### src/rtl/bcd_display_scanner.sv
// bcd_display_scanner
//   Takes packed BCD words from the encoder array and drives a time-multiplexed
//   common-anode seven-segment display. A one-deep pending buffer holds the
//   next word. That word is copied into the display register only when the scan
//   wraps back to digit 0, so a single frame never mixes old and new digits.
//
// Ports
//   clock        system clock, rising edge
//   reset        asynchronous, active-high; clears all state
//   bcd_in       packed BCD word, digit 0 in bits [3:0]
//   in_valid     bcd_in is valid this cycle
//   in_ready     pending buffer empty (registered, no path from in_valid)
//   AN           digit enables, active low (one-hot-low or all high)
//   SEG          segments {g,f,e,d,c,b,a}, active low
//   DP           decimal point, active low, held off
//   frame_start  one-cycle pulse when the digit index wraps to 0
module bcd_display_scanner #(
  parameter int NUM_DIGITS    = 8,
  parameter int REFRESH_DIV   = 100000,
  parameter int BLANK_LEADING = 1
) (
  input  logic                    clock,
  input  logic                    reset,
  input  logic [4*NUM_DIGITS-1:0] bcd_in,
  input  logic                    in_valid,
  output logic                    in_ready,
  output logic [NUM_DIGITS-1:0]   AN,
  output logic [6:0]              SEG,
  output logic                    DP,
  output logic                    frame_start
);

  localparam int DIV_W  = (REFRESH_DIV > 1) ? $clog2(REFRESH_DIV) : 1;
  localparam int IDX_W  = (NUM_DIGITS > 1) ? $clog2(NUM_DIGITS) : 1;
  localparam int WORD_W = 4 * NUM_DIGITS;

  localparam logic [6:0] SEG_BLANK = 7'b1111111;

  // Non-decimal nibbles show a dash. They still count as nonzero, so they
  // stop leading-zero blanking.
  function automatic logic [6:0] seg_decode(input logic [3:0] nib);
    logic [6:0] s;
    case (nib)
      4'd0:    s = 7'b1000000;
      4'd1:    s = 7'b1111001;
      4'd2:    s = 7'b0100100;
      4'd3:    s = 7'b0110000;
      4'd4:    s = 7'b0011001;
      4'd5:    s = 7'b0010010;
      4'd6:    s = 7'b0000010;
      4'd7:    s = 7'b1111000;
      4'd8:    s = 7'b0000000;
      4'd9:    s = 7'b0010000;
      default: s = 7'b0111111;
    endcase
    return s;
  endfunction

  logic [DIV_W-1:0]      div_cnt_q, div_cnt_d;
  logic [IDX_W-1:0]      idx_q, idx_d;
  logic [WORD_W-1:0]     disp_q, disp_d;
  logic [WORD_W-1:0]     pend_q, pend_d;
  logic                  pend_full_q, pend_full_d;
  logic [NUM_DIGITS-1:0] an_q, an_d;
  logic [6:0]            seg_q, seg_d;
  logic                  fs_q, fs_d;

  logic                  tick;
  logic                  wrap;
  logic [NUM_DIGITS:0]   upper_zero;
  logic [3:0]            nib;
  logic                  blank;

  always_ff @(posedge clock or posedge reset) begin
    if (reset) begin
      div_cnt_q   <= '0;
      idx_q       <= '0;
      disp_q      <= '0;
      pend_q      <= '0;
      pend_full_q <= 1'b0;
      an_q        <= '1;
      seg_q       <= SEG_BLANK;
      fs_q        <= 1'b0;
    end else begin
      div_cnt_q   <= div_cnt_d;
      idx_q       <= idx_d;
      disp_q      <= disp_d;
      pend_q      <= pend_d;
      pend_full_q <= pend_full_d;
      an_q        <= an_d;
      seg_q       <= seg_d;
      fs_q        <= fs_d;
    end
  end

  always_comb begin
    tick = (div_cnt_q == DIV_W'(REFRESH_DIV - 1));
    wrap = tick && (idx_q == IDX_W'(NUM_DIGITS - 1));

    div_cnt_d = tick ? '0 : div_cnt_q + 1'b1;
    idx_d     = idx_q;
    if (tick) begin
      idx_d = wrap ? '0 : idx_q + 1'b1;
    end

    disp_d      = disp_q;
    pend_d      = pend_q;
    pend_full_d = pend_full_q;
    // A swap needs a full buffer and an accept needs an empty one, so these
    // two branches can never fire in the same cycle.
    if (wrap && pend_full_q) begin
      disp_d      = pend_q;
      pend_full_d = 1'b0;
    end
    if (in_valid && !pend_full_q) begin
      pend_d      = bcd_in;
      pend_full_d = 1'b1;
    end

    fs_d = wrap;

    // upper_zero[i] is set when nibbles i..NUM_DIGITS-1 are all zero.
    upper_zero[NUM_DIGITS] = 1'b1;
    for (int i = NUM_DIGITS - 1; i >= 0; i--) begin
      upper_zero[i] = upper_zero[i+1] && (disp_q[i*4 +: 4] == 4'd0);
    end

    // The decode uses the current idx/disp, so AN/SEG lag them by one cycle.
    nib   = '0;
    blank = 1'b0;
    an_d  = '1;
    for (int i = 0; i < NUM_DIGITS; i++) begin
      if (idx_q == IDX_W'(i)) begin
        nib   = disp_q[i*4 +: 4];
        blank = (BLANK_LEADING != 0) && (i != 0) && upper_zero[i];
        if (!blank) begin
          an_d[i] = 1'b0;
        end
      end
    end
    seg_d = blank ? SEG_BLANK : seg_decode(nib);
  end

  assign in_ready    = !pend_full_q;
  assign AN          = an_q;
  assign SEG         = seg_q;
  assign DP          = 1'b1;
  assign frame_start = fs_q;

endmodule

### config.mk
export PLATFORM = sky130hd
export DESIGN_NAME = bcd_display_scanner
export DESIGN_NICKNAME = d
export VERILOG_FILES = /design/src/rtl/bcd_display_scanner.sv
export SDC_FILE = /design/constraint.sdc
export NUM_CORES = 1
export LEC_CHECK = 0
export ABC_AREA = 1
export BUFFER_PORTS_ARGS = -buffer_cell sky130_fd_sc_hd__buf_2
export CORE_MARGIN = 1
export CORE_UTILIZATION = 35
export CTS_CLUSTER_DIAMETER = 60
export CTS_CLUSTER_SIZE = 12
export DETAILED_ROUTE_END_ITERATION = 6
export GPL_TIMING_DRIVEN = 0
export PLACE_DENSITY_LB_ADDON = 0.05
export SLEW_MARGIN = 20
export SYNTH_ARGS = -nofsm -noshare
export SYNTH_HDL_FRONTEND = slang
export SYNTH_SLANG_ARGS = --single-unit
export TNS_END_PERCENT = 100
### constraint.sdc
create_clock -name clock -period 3.03 [get_ports clock]
set_input_delay 0.303 -clock clock [delete_from_list [all_inputs] [get_ports clock]]
set_output_delay 0.303 -clock clock [all_outputs]
set_load 0.03 [all_outputs]
==> results of run 1 <==
## metrics by stage
| step | std cells | total power, mW | TNS, ns | utilization |
|---|---|---|---|---|
| 2_1_floorplan | 566 | 1.51 | 0 | - |
| 3_3_place_gp | 793 | 1.55 | -100.51 | 0.397 |
| 3_5_place_dp | 794 | 1.56 | 0 | 0.400 |
| 4_1_cts | 811 | 2.74 | 0 | 0.422 |
| 5_1_grt | 811 | 2.81 | 0 | 0.422 |
| 6_report | 811 | 2.68 | 0 | 0.422 |
## final timing paths
path,to,from,slack [ns],cells past startpoint
max,SEG[4]$_DFF_PP1_,idx_q[0]$_DFFE_PP0P_,0.33,18
min,pend_full_q$_DFFE_PP0P_,in_valid,0.19,3
max reg2reg,SEG[4]$_DFF_PP1_,idx_q[0]$_DFFE_PP0P_,0.33,18
min reg2reg,div_cnt_q[0]$_DFF_PP0_,div_cnt_q[0]$_DFF_PP0_,0.46,1
max in group asynchronous,AN[4]$_DFF_PP1_,reset,1.89,4
min in group asynchronous,pend_q[24]$_DFFE_PP0P_,reset,0.46,3
## routing by layer
layer	global-route usage	wire length, um
met5	0	0
met4	0.0703	268
met3	0.0388	313
met2	0.242	4580
met1	0.205	4920
## cell type report
type	instances	area [um^2]
multi-input cells	357	1830
fillers	1417	7710
well taps	176	220
plain buffers	16	110
repair buffers	53	293
clock inverters	5	58.8
flip-flops and latches	101	2550
clock buffers	11	233
inverters	92	353
## synthesized netlist by cell type, types with 3 or more instances
| cell type | count | share of area |
|---|---|---|
| nand4_1 | 3 | 0.0039 |
| buf_6 | 6 | 0.014 |
| nor4_1 | 3 | 0.0039 |
| nor2_1 | 67 | 0.052 |
| o21ai_2 | 22 | 0.040 |
| xor2_1 | 5 | 0.0091 |
| inv_1 | 88 | 0.068 |
| a21oi_1 | 46 | 0.048 |
| nand2_1 | 116 | 0.090 |
| nand3_1 | 27 | 0.028 |
| o21ai_1 | 9 | 0.0093 |
| dfrtp_1 | 86 | 0.45 |
| nor3_1 | 5 | 0.0052 |
| dfstp_2 | 15 | 0.082 |
| ha_1 | 12 | 0.031 |
| clkbuf_1 | 8 | 0.0062 |
| o21ai_0 | 23 | 0.024 |
## flip-flops by register name (all words and copies together), names as in the netlist
register and flops:
pend_q 32, idx_q 3, AN 8, div_cnt_q 17
SEG 7, pend_full_q 1, disp_q 32, frame_start 1
## logic make-up after synthesis
| group | Yosys count |
|---|---|
| AO/OA/AOI/OAI | 104 |
| XOR/XNOR | 6 |
| adder cells (fa/ha/maj) | 12 |
| buffers and inverters | 108 |
| flip-flops | 101 |
| other | 1 |
| AND/OR/NAND/NOR | 234 |
## power breakdown
group          internal, mW  switching [mW]  total (mW)  leakage (nW)
clock                 0.643           0.507        1.15         0.136
combinational        0.0430          0.0817       0.125          1.55
sequential             1.40          0.0119        1.41          1.23
total                  2.08           0.601        2.68          2.92
## layout by cell type (no fill, tap or decap), types with 12 or more instances in the layout
cell type    n
a21oi_1     46
buf_2       52
dfrtp_1     86
dfstp_2     15
ha_1        12
inv_1       87
nand2_1    116
nand3_1     27
nor2_1      67
o21ai_0     23
o21ai_2     22
## repair_timing
| item | in CTS | in global routing |
|---|---|---|
| hold buffers | 1 | 0 |
| hold endpoints to repair | 18 | 0 |
| resized for setup | 0 | 0 |
## worst max-delay path, stage by stage, from the launching register on
cell	delay (ns)
dfrtp_1	0.41
inv_1	0.12
ha_1	0.19
inv_1	0.04
nor2_1	0.15
inv_1	0.10
nor2_1	0.10
nor2_1	0.07
nor2_1	0.12
o21ai_0	0.10
nand2_1	0.08
nand2_1	0.07
a21oi_1	0.33
inv_1	0.15
ha_1	0.22
nand3b_1	0.16
nand3_1	0.09
nand2_1	0.05
nand2_1	0.06
==> summary by stage, run 1 <==
Pwr
Summed over all cells, the static leakage comes to ~2.9 nW. The peak supply drop is ~0.00031 V. The total power density per cell area is about 480 nW/um^2.

Logic synthesis
Yosys printed 0 warnings. The dominant combinational cell family by area after synthesis is simple AND/OR/NAND/NOR gates. Counting every instance in the synthesized netlist gives between 500 and 600. The share of synthesized area occupied by flip-flops and latches is 0.527. Synthesis produced a netlist with a net count of approximately 610. The synthesized-area fraction occupied by and/or/nand/nor cells is 0.209. Measured against the total synthesized area, the mux share comes to 0. For this run, the leading register cell type out of synthesis is dfrtp_1. The mapped netlist covers about 4800 um^2. The post-synthesis share of cell area spent on full adders, half adders and majority gates is 0.0311. The number of distinct standard cells referenced by the synthesized netlist is 36. The compound-cell area share of the yosys netlist was 0.126. A synthesized cell averages ~8.5 um^2. The share of synthesized registers carrying an async set or reset is 1.00. Of the total synthesized cell area, the portion taken by XOR and XNOR cells is 0.0109. The number of storage elements in the synthesis netlist is roughly 100. The synthesized design contains 0 enable-type register cells.

Global route
The pin count of the biggest net entering global routing is 76. The wire length of the first global-routing pass is around 17000 um. The number of global-route vias before repair is about 3600. The total congestion overflow is 0. The number of antenna violations at the first check in global routing is 0.

The overall track demand over capacity in global routing is 0.156.

Layout
For this run, the post-layout net count is 677. The antenna cell count is 0. The area growth from synthesis to layout is 16.8%. The fraction of final layout cells with drive strength greater than 1 is 0.195. Once layout is done, the placed cells without fillers occupy between 5000 and 6000 um^2.

Placed design
The count of buffers added on input and output ports is a little over 50. The worst slack at placement is 0.364 ns. The global placement routability congestion is 0.833.

The standard cell area after detailed placement is between 5000 and 6000 um^2. The sum of net half-perimeters after detailed placement is approximately 7500 um.

Flow run
Across the run, the number of max-cap violations was 0.

Min path
The worst hold path class is in2reg.

Floorplanning
The number of top-level design ports is 53. The floorplan step set the die width to approximately 120 um. From bottom edge to top edge, the die measures ~120 um. The die covers 14300 um^2. For this configuration, the core starts out at a cell density of 0.362. Row generation in the floorplan step produced 42 rows. The area of the core is roughly 13000 um^2.

Timing
Setup violations remaining at the end of the flow were counted as 0. The worst hold-check slack is roughly 0.19 ns. The hold violation count in the final report is 0. The largest clock skew in the final design is about 0.016 ns. Setup repair after global routing left no endpoint under its margin. The transition time of the tightest slew-check pin is 0.648 ns. The relative slew slack is 0.568. Dividing the final minimum period by the clock period gives 0.890. The fmax is roughly 0.37 GHz. The count of pins over their slew limit is 0. The smallest clock period supported by the final layout is computed as ~2.7 ns.

The setup slack after layout is 0.333 ns.

Clock tree
The deepest level of the CTS H-tree is 3. After clock tree synthesis, the setup repair step added 0 buffers. For this design, the sink count on the clock tree is just over 100.

For the worst-skew pair, the clock arrives at the later sink with an insertion delay of 0.35 ns. TritonCTS built the clock tree. After clock tree synthesis, the clock-pin slew on the worst setup and hold paths is roughly 0.080 ns. The buffer type at the clock tree root is clkbuf_16. The maximum number of buffers from clock root to sink is 2.

The number of CTS-inserted buffers is 9.

Worst setup path
The top fanout value on the critical path is 4. The data required time of the critical path is about 3.3 ns. The sort of element at the start of the critical path is a register. STA classifies the critical path endpoint as a register. At the worst endpoint, the arrival time is a little under 3 ns.

The worst setup path is of the reg2reg kind.

Drt
After detailed routing, the number of vias per cell comes to around 4.5. The first routing iteration left 205 violations. The total via count in the routed design is 3644. After detailed routing, the average wire length per cell comes to 12.4 um.

In this run the remaining antenna-violating nets after routing total 0. The final routed wirelength across all metal layers is between 10000 and 15000 um. The residual DRC count is 0. The detailed-router iteration count before antenna repair is 4.

Run status
The run finished with clean final reports.
Power figures use the tool's default switching activity.
==> run 2, diff against run 1 <==
- CORE_ASPECT_RATIO: unset -> 1.5
- CORE_UTILIZATION: 35 -> 40
- MAX_ROUTING_LAYER: unset -> met4
==> run 2 against run 1 <==
Effect of this change: register-to-register slack better by 0.02 ns; clock skew shrank 0.0091 ns; fmax increased by 0.87%; sequential cell count stayed put; core utilization up 6.0 points; sequential share of layout area grew 0.17 points; clock power barely moved; combinational power about the same; setup slack gained 0.023 ns; highest routed layer unchanged.
==> summary by stage, run 2 (synthesis results as in run 1) <==
Run status
Result of the run: complete, no violations (unchanged).

Clock tree
The buffer type at the clock tree root is clkbuf_16 (unchanged). The CTS clock-pin slew for the worst setup and hold paths is 0.06 ns (was 0.08 ns). The deepest level of the CTS H-tree is 3 (unchanged). The clock sink count is 101 (unchanged). The maximum number of buffers from clock root to sink is 2 (unchanged). The later-pin clock latency in the skew report came to 0.34 ns (was 0.35 ns). The clock tree from TritonCTS is yes (unchanged). The number of CTS-inserted buffers is 9 (unchanged).

Worst setup path
The sort of element at the start of the critical path is a register (unchanged). The cell family with the largest share of critical-path delay is simple AND/OR/NAND/NOR gates (unchanged). The slowest cell on the critical path is dfrtp_1 (unchanged).

The critical path endpoint category is a register (unchanged). The data arrival time of the critical path was 2.95 ns (was 2.98 ns). The top fanout value on the critical path is 4 (unchanged). CP cell instances: inv_1 -> ha_1 -> inv_1 -> nor2_1 -> inv_1 -> nor2_1 -> nor2_1 -> nor2_1 -> o21ai_0 -> nand2_1 -> nand2_1 -> a21oi_1 -> inv_1 -> ha_1 -> nand3b_1 -> nand3_1 -> nand2_1 -> nand2_1 (unchanged). The critical path class is reg2reg (unchanged). The number of buffers and inverters on the critical path is 4 (unchanged). The data required time of the critical path was 3.31 ns (about the same). The delay of the slowest cell on the worst path is 0.41 ns (about the same).

Floorplanning
The starting density of the core came to 0.415 (was 0.362). The number of cell rows is 48 (was 42). The area of the core is 11700 um^2 (was 13300 um^2). The number of top-level design ports is 53 (unchanged).

The chip height is 137 um (was 119 um). The die footprint is 12500 um^2 (was 14300 um^2). The horizontal extent of the die came to 91.7 um (was 119 um).

Pwr
The peak supply drop was 0.000308 V (was 0.000314 V). The total leakage power is 2.92 nW (about the same). The total power density per cell area was 476 nW/um^2 (about the same).

Global route
The number of global-route vias before repair is 3698 (was 3622). The wire length of the first global-routing pass is 16900 um (was 17300 um). The number of antenna violations at the first check in global routing is 0 (unchanged). The pin count of the biggest net entering global routing is 65 (was 76). The total congestion overflow is 0 (unchanged).

The overall track demand over capacity in global routing came to 0.176 (was 0.156).

Placed design
The sum of net half-perimeters after detailed placement is 7290 um (was 7480 um). The instance count after placement with tap cells included is 768 (was 794). The total of buffers placed on input and output ports is 51 (unchanged). The global placement routability congestion was 0.865 (was 0.833).

Timing
The setup-violating endpoint count in the final report is 0 (unchanged). The fmax is 0.374 GHz (was 0.371 GHz). The post-route minimum period is 2.67 ns (was 2.70 ns). The accumulated negative setup slack was 0 ns (unchanged).

The transition time of the tightest slew-check pin is 0.588 ns (was 0.648 ns). Setup repair after global routing missed its margin: no (unchanged). The largest clock skew in the final design is 0.00726 ns (was 0.0164 ns). The relative slew slack is 0.608 (was 0.568). The hold violation count in the final report was 0 (unchanged). The count of pins over their slew limit is 0 (unchanged).

The share of the clock period used by the worst path after layout came to 0.882 (was 0.890).

Min path
The worst hold path class is in2reg (unchanged).

Drt
The detailed-router iteration count before antenna repair came to 4 (unchanged). The total via count in the routed design is 3641 (was 3644). The final routed wirelength across all metal layers was 9540 um (was 10100 um). The via density per instance came to 4.64 (was 4.49). The DRC marker count from the first detailed-route iteration is 91 (was 205). The residual DRC count is 0 (unchanged). The remaining antenna violation count is 0 (unchanged). The average wire length per cell after detail routing is 12.2 um (was 12.4 um).

Layout
The net count reported at finish is 677 (unchanged). The final standard cell utilization of the core is 0.482 (was 0.422). The post-route non-filler standard cell count was 785 (was 811).

The count of fill cells added during filler insertion is 1189 (was 1417). The area growth from synthesis to final layout is 16.3% (was 16.8%). The area of the multi-input gates is 1830 um^2 (unchanged).

Commonest cells after routing, fill and taps aside: nand2_1 (116), inv_1 (87), dfrtp_1 (86) (unchanged). The most frequent standard cell in the layout excluding fill and tap cells is nand2_1 (unchanged). The sequential cell area came to 2550 um^2 (unchanged). The antenna cell count is 0 (unchanged). Registers with the most flip-flops: disp_q x32, pend_q x32, div_cnt_q x17 (unchanged).

The fraction of final layout cells with drive strength greater than 1 was 0.197 (was 0.195).

Flow run
The number of max-capacitance violations reported is 0 (unchanged).
[run 2: cell count changes in the layout (fill, tap and decap cells not counted)]
cell and delta:
clkbuf_8 +1, clkinv_2 -1, clkbuf_1 -1, inv_6 -1, clkinvlp_4 +2
[run 2: area by class of cell]
cell class,instances,area share
Sequential cell,101,0.453
Multi-Input combinational cell,357,0.325
Inverter,92,0.0628
Timing Repair Buffer,53,0.0521
Clock buffer,11,0.0432
Tap cell,150,0.0334
Buffer,16,0.0196
Clock inverter,5,0.0107
[run 2: worst register-to-register path, stage by stage, from the launching register on]
cell      delay, ns
dfrtp_1        0.41
inv_1          0.12
ha_1           0.19
inv_1          0.04
nor2_1         0.17
inv_1          0.11
nor2_1         0.11
nor2_1         0.06
nor2_1         0.12
o21ai_0        0.11
nand2_1        0.08
nand2_1        0.06
a21oi_1        0.31
inv_1          0.14
ha_1           0.22
nand3b_1       0.15
nand3_1        0.09
nand2_1        0.05
nand2_1        0.06
[run 2: repair_timing]
item	4_1_cts	5_1_grt
buffers inserted	0	0
setup endpoints to repair	0	0
gates resized for setup	0	0
hold buffers	1	0
hold endpoints to repair	29	0
[run 2: worst paths after layout]
| kind | startpoint | endpoint | slack, ns | cells past startpoint |
|---|---|---|---|---|
| worst max-delay path | idx_q[0]$_DFFE_PP0P_ | SEG[4]$_DFF_PP1_ | 0.36 | 18 |
| worst min-delay path | in_valid | pend_full_q$_DFFE_PP0P_ | 0.17 | 3 |
| worst max register to register | idx_q[0]$_DFFE_PP0P_ | SEG[4]$_DFF_PP1_ | 0.36 | 18 |
| worst min register to register | div_cnt_q[0]$_DFF_PP0_ | div_cnt_q[0]$_DFF_PP0_ | 0.46 | 1 |
| max in group asynchronous | reset | AN[7]$_DFF_PP1_ | 1.88 | 4 |
| min in group asynchronous | reset | div_cnt_q[3]$_DFF_PP0_ | 0.50 | 3 |
[run 2: where the power goes]
part / switching (mW) / internal, mW
Sequential: 0.0116 / 1.40
Clock: 0.481 / 0.662
Combinational: 0.0798 / 0.0430
Total: 0.572 / 2.10
[run 2: per-layer routing]
metal | wire length (um) | track usage | vias up | part of all wire
met5 | 0 | - | - | 0
met4 | 162 | 0.0668 | 0 | 0.017
met3 | 236 | 0.0300 | 14 | 0.025
met2 | 4870 | 0.307 | 45 | 0.51
met1 | 4270 | 0.204 | 1682 | 0.45
li1 | - | - | 1900 | -
[run 2: metrics by stage]
step                      hold WS (ns)  power [mW]  instance area, um^2  worst slack, ns
after CTS                        0.165        2.72                 5620            0.343
after floorplan                  0.410        1.51                 4830            0.105
after global routing             0.180        2.78                 5620           0.0172
final                            0.173        2.68                 5620            0.357
after detailed placement         0.330        1.56                 5310            0.390
after global placement           0.444        1.55                 5270            -1.05
==> run 3, diff against run 2 <==
- ABC_AREA: 1 -> 0
==> run 3 against run 2 <==
Effect of this change: fmax fell by 5.5%; die area is 2.0% lower; critical path depth is 6 lower; register-to-register slack got worse by 0.15 ns; global-route usage up 0.46 points; power up 0.81%; largest power group unchanged; largest cell class unchanged; count of clock-buffer cells in the layout shrank 1; worst hold slack improved by 0.00075 ns.
==> summary by stage, run 3 <==
Floorplanning
The number of top-level design ports is 53 (unchanged). The chip height came to 135 um (was 137 um). The horizontal extent of the die is 90.8 um (was 91.7 um). The starting density of the core was 0.410 (was 0.415). The die footprint came to 12300 um^2 (was 12500 um^2). The number of cell rows is 48 (unchanged). The area of the core is 11500 um^2 (was 11700 um^2).

Drt
The detailed-router iteration count before antenna repair came to 4 (unchanged). The final routed wirelength across all metal layers came to 9700 um (was 9540 um). The remaining antenna violation count is 0 (unchanged). The total via count in the routed design is 3068 (was 3641).

The DRC marker count from the first detailed-route iteration was 103 (was 91). The residual DRC count is 0 (unchanged). The average wire length per cell after detail routing came to 16.1 um (was 12.2 um).

The via density per instance is 5.10 (was 4.64).

Pwr
The total power density per cell area was 485 nW/um^2 (was 476 nW/um^2). The total leakage power came to 2.65 nW (was 2.92 nW). The peak supply drop is 0.000266 V (was 0.000308 V). The overall power after layout is 2.70 mW (was 2.68 mW).

Worst setup path
The critical path class is reg2reg (unchanged). The sort of element at the start of the critical path is a register (unchanged). The slowest cell on the critical path is dfrtp_2 (was dfrtp_1). The top fanout value on the critical path was 10 (was 4).

The critical path endpoint category is a register (unchanged). CP cell instances: inv_2 -> buf_2 -> ha_1 -> buf_2 -> or2_2 -> a221oi_2 -> o2bb2ai_1 -> a31oi_2 -> inv_1 -> ha_1 -> nor3b_1 -> o31ai_1 (was inv_1 -> ha_1 -> inv_1 -> nor2_1 -> inv_1 -> nor2_1 -> nor2_1 -> nor2_1 -> o21ai_0 -> nand2_1 -> nand2_1 -> a21oi_1 -> inv_1 -> ha_1 -> nand3b_1 -> nand3_1 -> nand2_1 -> nand2_1). The data required time of the critical path is 3.27 ns (was 3.31 ns).

The delay of the slowest cell on the worst path is 0.41 ns (about the same). The data arrival time of the critical path is 3.07 ns (was 2.95 ns).

Logic synthesis
The dominant combinational cell family by area after synthesis is multiplexers (was simple AND/OR/NAND/NOR gates). The cell accounting for the most synthesized area is dfrtp_1 (unchanged). The share of synthesized registers carrying an async set or reset was 1.00 (unchanged). The compound-cell area share of the yosys netlist is 0.0846 (was 0.126). The post-synthesis share of cell area spent on full adders, half adders and majority gates came to 0.0317 (was 0.0311). The parity-gate share of the synthesized area counting xor and xnor cells is 0.0278 (was 0.0109). Leading post-synthesis cells by cell area: dfrtp_1 (45%), mux2_2 (9.3%), dfstp_2 (8.3%) (was dfrtp_1 (45%), nand2_1 (9.0%), dfstp_2 (8.2%)). The most used flip-flop cell after synthesis is dfrtp_1 (unchanged). The synthesized-area fraction occupied by and/or/nand/nor cells was 0.113 (was 0.209). The instance count of the mapped netlist is 379 (was 566).

The count of synthesis-stage warnings from yosys is 0 (unchanged). The share of synthesized area occupied by flip-flops and latches was 0.538 (was 0.527). The cell area after synthesis is 4730 um^2 (was 4830 um^2). The most common cell in the synthesized netlist was dfrtp_1 (was nand2_1). The net count after synthesis is 426 (was 613). The number of distinct standard cells referenced by the synthesized netlist came to 61 (was 36). The mean instance size in the synthesized netlist was 12.5 um^2 (was 8.53 um^2).

The share of cell area taken by muxes after synthesis is 0.169 (was 0). The count of flip-flops with a built-in enable after synthesis is 0 (unchanged). The area share of the largest cell type after synthesis is 0.455 (was 0.446).

The number of storage elements in the synthesis netlist is 101 (unchanged). Leading post-synthesis cells by instance count: dfrtp_1 (86), mux2_2 (39), nor2_1 (24) (was nand2_1 (116), inv_1 (88), dfrtp_1 (86)).

Clock tree
The buffer type at the clock tree root is clkbuf_16 (unchanged). The CTS clock-pin slew for the worst setup and hold paths came to 0.07 ns (was 0.06 ns). The number of CTS-inserted buffers is 9 (unchanged).

The deepest level of the CTS H-tree was 3 (unchanged). The clock tree from TritonCTS is yes (unchanged). The later-pin clock latency in the skew report was 0.34 ns (about the same).

The maximum number of buffers from clock root to sink is 2 (unchanged). The clock sink count is 101 (unchanged).

Global route
The total congestion overflow is 0 (unchanged). The overall track demand over capacity in global routing is 0.181 (was 0.176). The number of antenna violations at the first check in global routing is 0 (unchanged).

The wire length of the first global-routing pass came to 16700 um (was 16900 um). The pin count of the biggest net entering global routing is 55 (was 65). The number of global-route vias before repair was 3257 (was 3698).

Layout
Commonest cells after routing, fill and taps aside: dfrtp_1 (85), buf_2 (57), mux2_2 (39) (was nand2_1 (116), inv_1 (87), dfrtp_1 (86)). The antenna cell count came to 0 (unchanged). The net count reported at finish was 493 (was 677). The most frequent standard cell in the layout excluding fill and tap cells was dfrtp_1 (was nand2_1). The fraction of final layout cells with drive strength greater than 1 is 0.399 (was 0.197). Registers with the most flip-flops: disp_q x32, pend_q x32, div_cnt_q x17 (unchanged). The area growth from synthesis to final layout is 17.6% (was 16.3%).

Timing
The hold violation count in the final report is 0 (unchanged). The relative slew slack was 0.378 (was 0.608). The worst hold-check slack is 0.174 ns (was 0.173 ns). The fmax was 0.354 GHz (was 0.374 GHz). The largest clock skew in the final design is 0.00726 ns (about the same).

Setup repair after global routing missed its margin: no (unchanged). The transition time of the tightest slew-check pin is 0.924 ns (was 0.588 ns). The post-route minimum period is 2.83 ns (was 2.67 ns). The share of the clock period used by the worst path after layout was 0.933 (was 0.882). The count of pins over their slew limit was 0 (unchanged). The setup-violating endpoint count in the final report came to 0 (unchanged).

Placed design
The total of buffers placed on input and output ports is 51 (unchanged). The global placement routability congestion came to 0.896 (was 0.865). The sum of net half-perimeters after detailed placement is 7290 um (about the same).

Min path
The worst hold path class is in2reg (unchanged).

Flow run
The number of max-capacitance violations reported was 0 (unchanged).

Run status
Result of the run: complete, no violations (unchanged).
==> run 3: cell types whose count changed after synthesis, sizes merged, moves of 13 or more <==
cell	previous run	this run
nor2	68	25
a21oi	46	12
mux2	0	64
nand2	118	19
o21ai	54	16
inv	91	16
nand3	28	15
==> run 3: path summary, 6_finish.rpt <==
check	start	end	slack (ns)	depth (start not counted)
setup / recovery	idx_q[2]$_DFFE_PP0P_	SEG[4]$_DFF_PP1_	0.20	12
hold / removal	bcd_in[24]	pend_q[24]$_DFFE_PP0P_	0.17	2
setup reg to reg	idx_q[2]$_DFFE_PP0P_	SEG[4]$_DFF_PP1_	0.20	12
min in group asynchronous	reset	div_cnt_q[11]$_DFF_PP0_	0.52	3
hold reg to reg	div_cnt_q[0]$_DFF_PP0_	div_cnt_q[0]$_DFF_PP0_	0.49	1
max in group asynchronous	reset	idx_q[2]$_DFFE_PP0P_	1.90	4
==> run 3: metrics by stage <==
stage | setup TNS, ns | instances | setup WS, ns | instance area, um^2 | util
CTS | 0 | 598 | 0.0157 | 5540 | 0.480
global placement | -90.92 | 580 | -1.05 | 5170 | 0.449
finish | 0 | 601 | 0.202 | 5570 | 0.483
floorplan | 0 | 379 | 0.105 | 4730 | -
global route | 0 | 601 | 0.0200 | 5570 | 0.483
detailed placement | -0.508 | 581 | -0.190 | 5210 | 0.452
==> run 3: area by class of cell <==
class	count	area [um^2]
fill	1094	5960
sequential	101	2550
multi-input combinational	246	2040
timing repair buffer	56	315
clock buffer	10	239
tap	150	188
buffer	16	103
clock inverter	6	70.1
inverter	16	65.1
==> run 3: layer usage <==
layer,vias up,track usage,wire (um)
met5,-,-,0
met4,0,0.0635,191
met3,14,0.0309,241
met2,45,0.326,5330
met1,1536,0.201,3940
li1,1473,-,-
==> run 3: power breakdown <==
part | switching (mW) | leakage [nW] | internal (mW)
Clock | 0.503 | 0.153 | 0.670
Combinational | 0.0438 | 1.21 | 0.0555
Sequential | 0.0269 | 1.29 | 1.40
Total | 0.573 | 2.65 | 2.12
==> run 3: kinds of logic (layout without fill, tap and decap cells) <==
kind of cell / Yosys count / in the layout
xor+xnor: 15 / 15
mux: 65 / 65
compound gates: 59 / 59
other cells: 1 / 1
simple gates: 94 / 94
flops: 101 / 101
buf+inv: 32 / 104
fa+ha+maj: 12 / 12
==> run 3: critical path: cells and delay by family, from the launching register on <==
family / cells / cell delay (ns)
AO/OA/AOI/OAI: 4 / 0.86
buffers and inverters: 4 / 0.55
AND/OR/NAND/NOR: 2 / 0.46
adder cells (fa/ha/maj): 2 / 0.45
flip-flops: 1 / 0.41
==> run 3: repair_timing <==
| action | in CTS | in global routing |
|---|---|---|
| setup endpoints to repair | 5 | 4 |
| resized for setup | 3 | 1 |
| endpoints found under the hold margin | 6 | 0 |
| hold buffers | 1 | 0 |
| pin swaps | 0 | 1 |
| setup buffers | 0 | 3 |
| gates cloned | 0 | 0 |
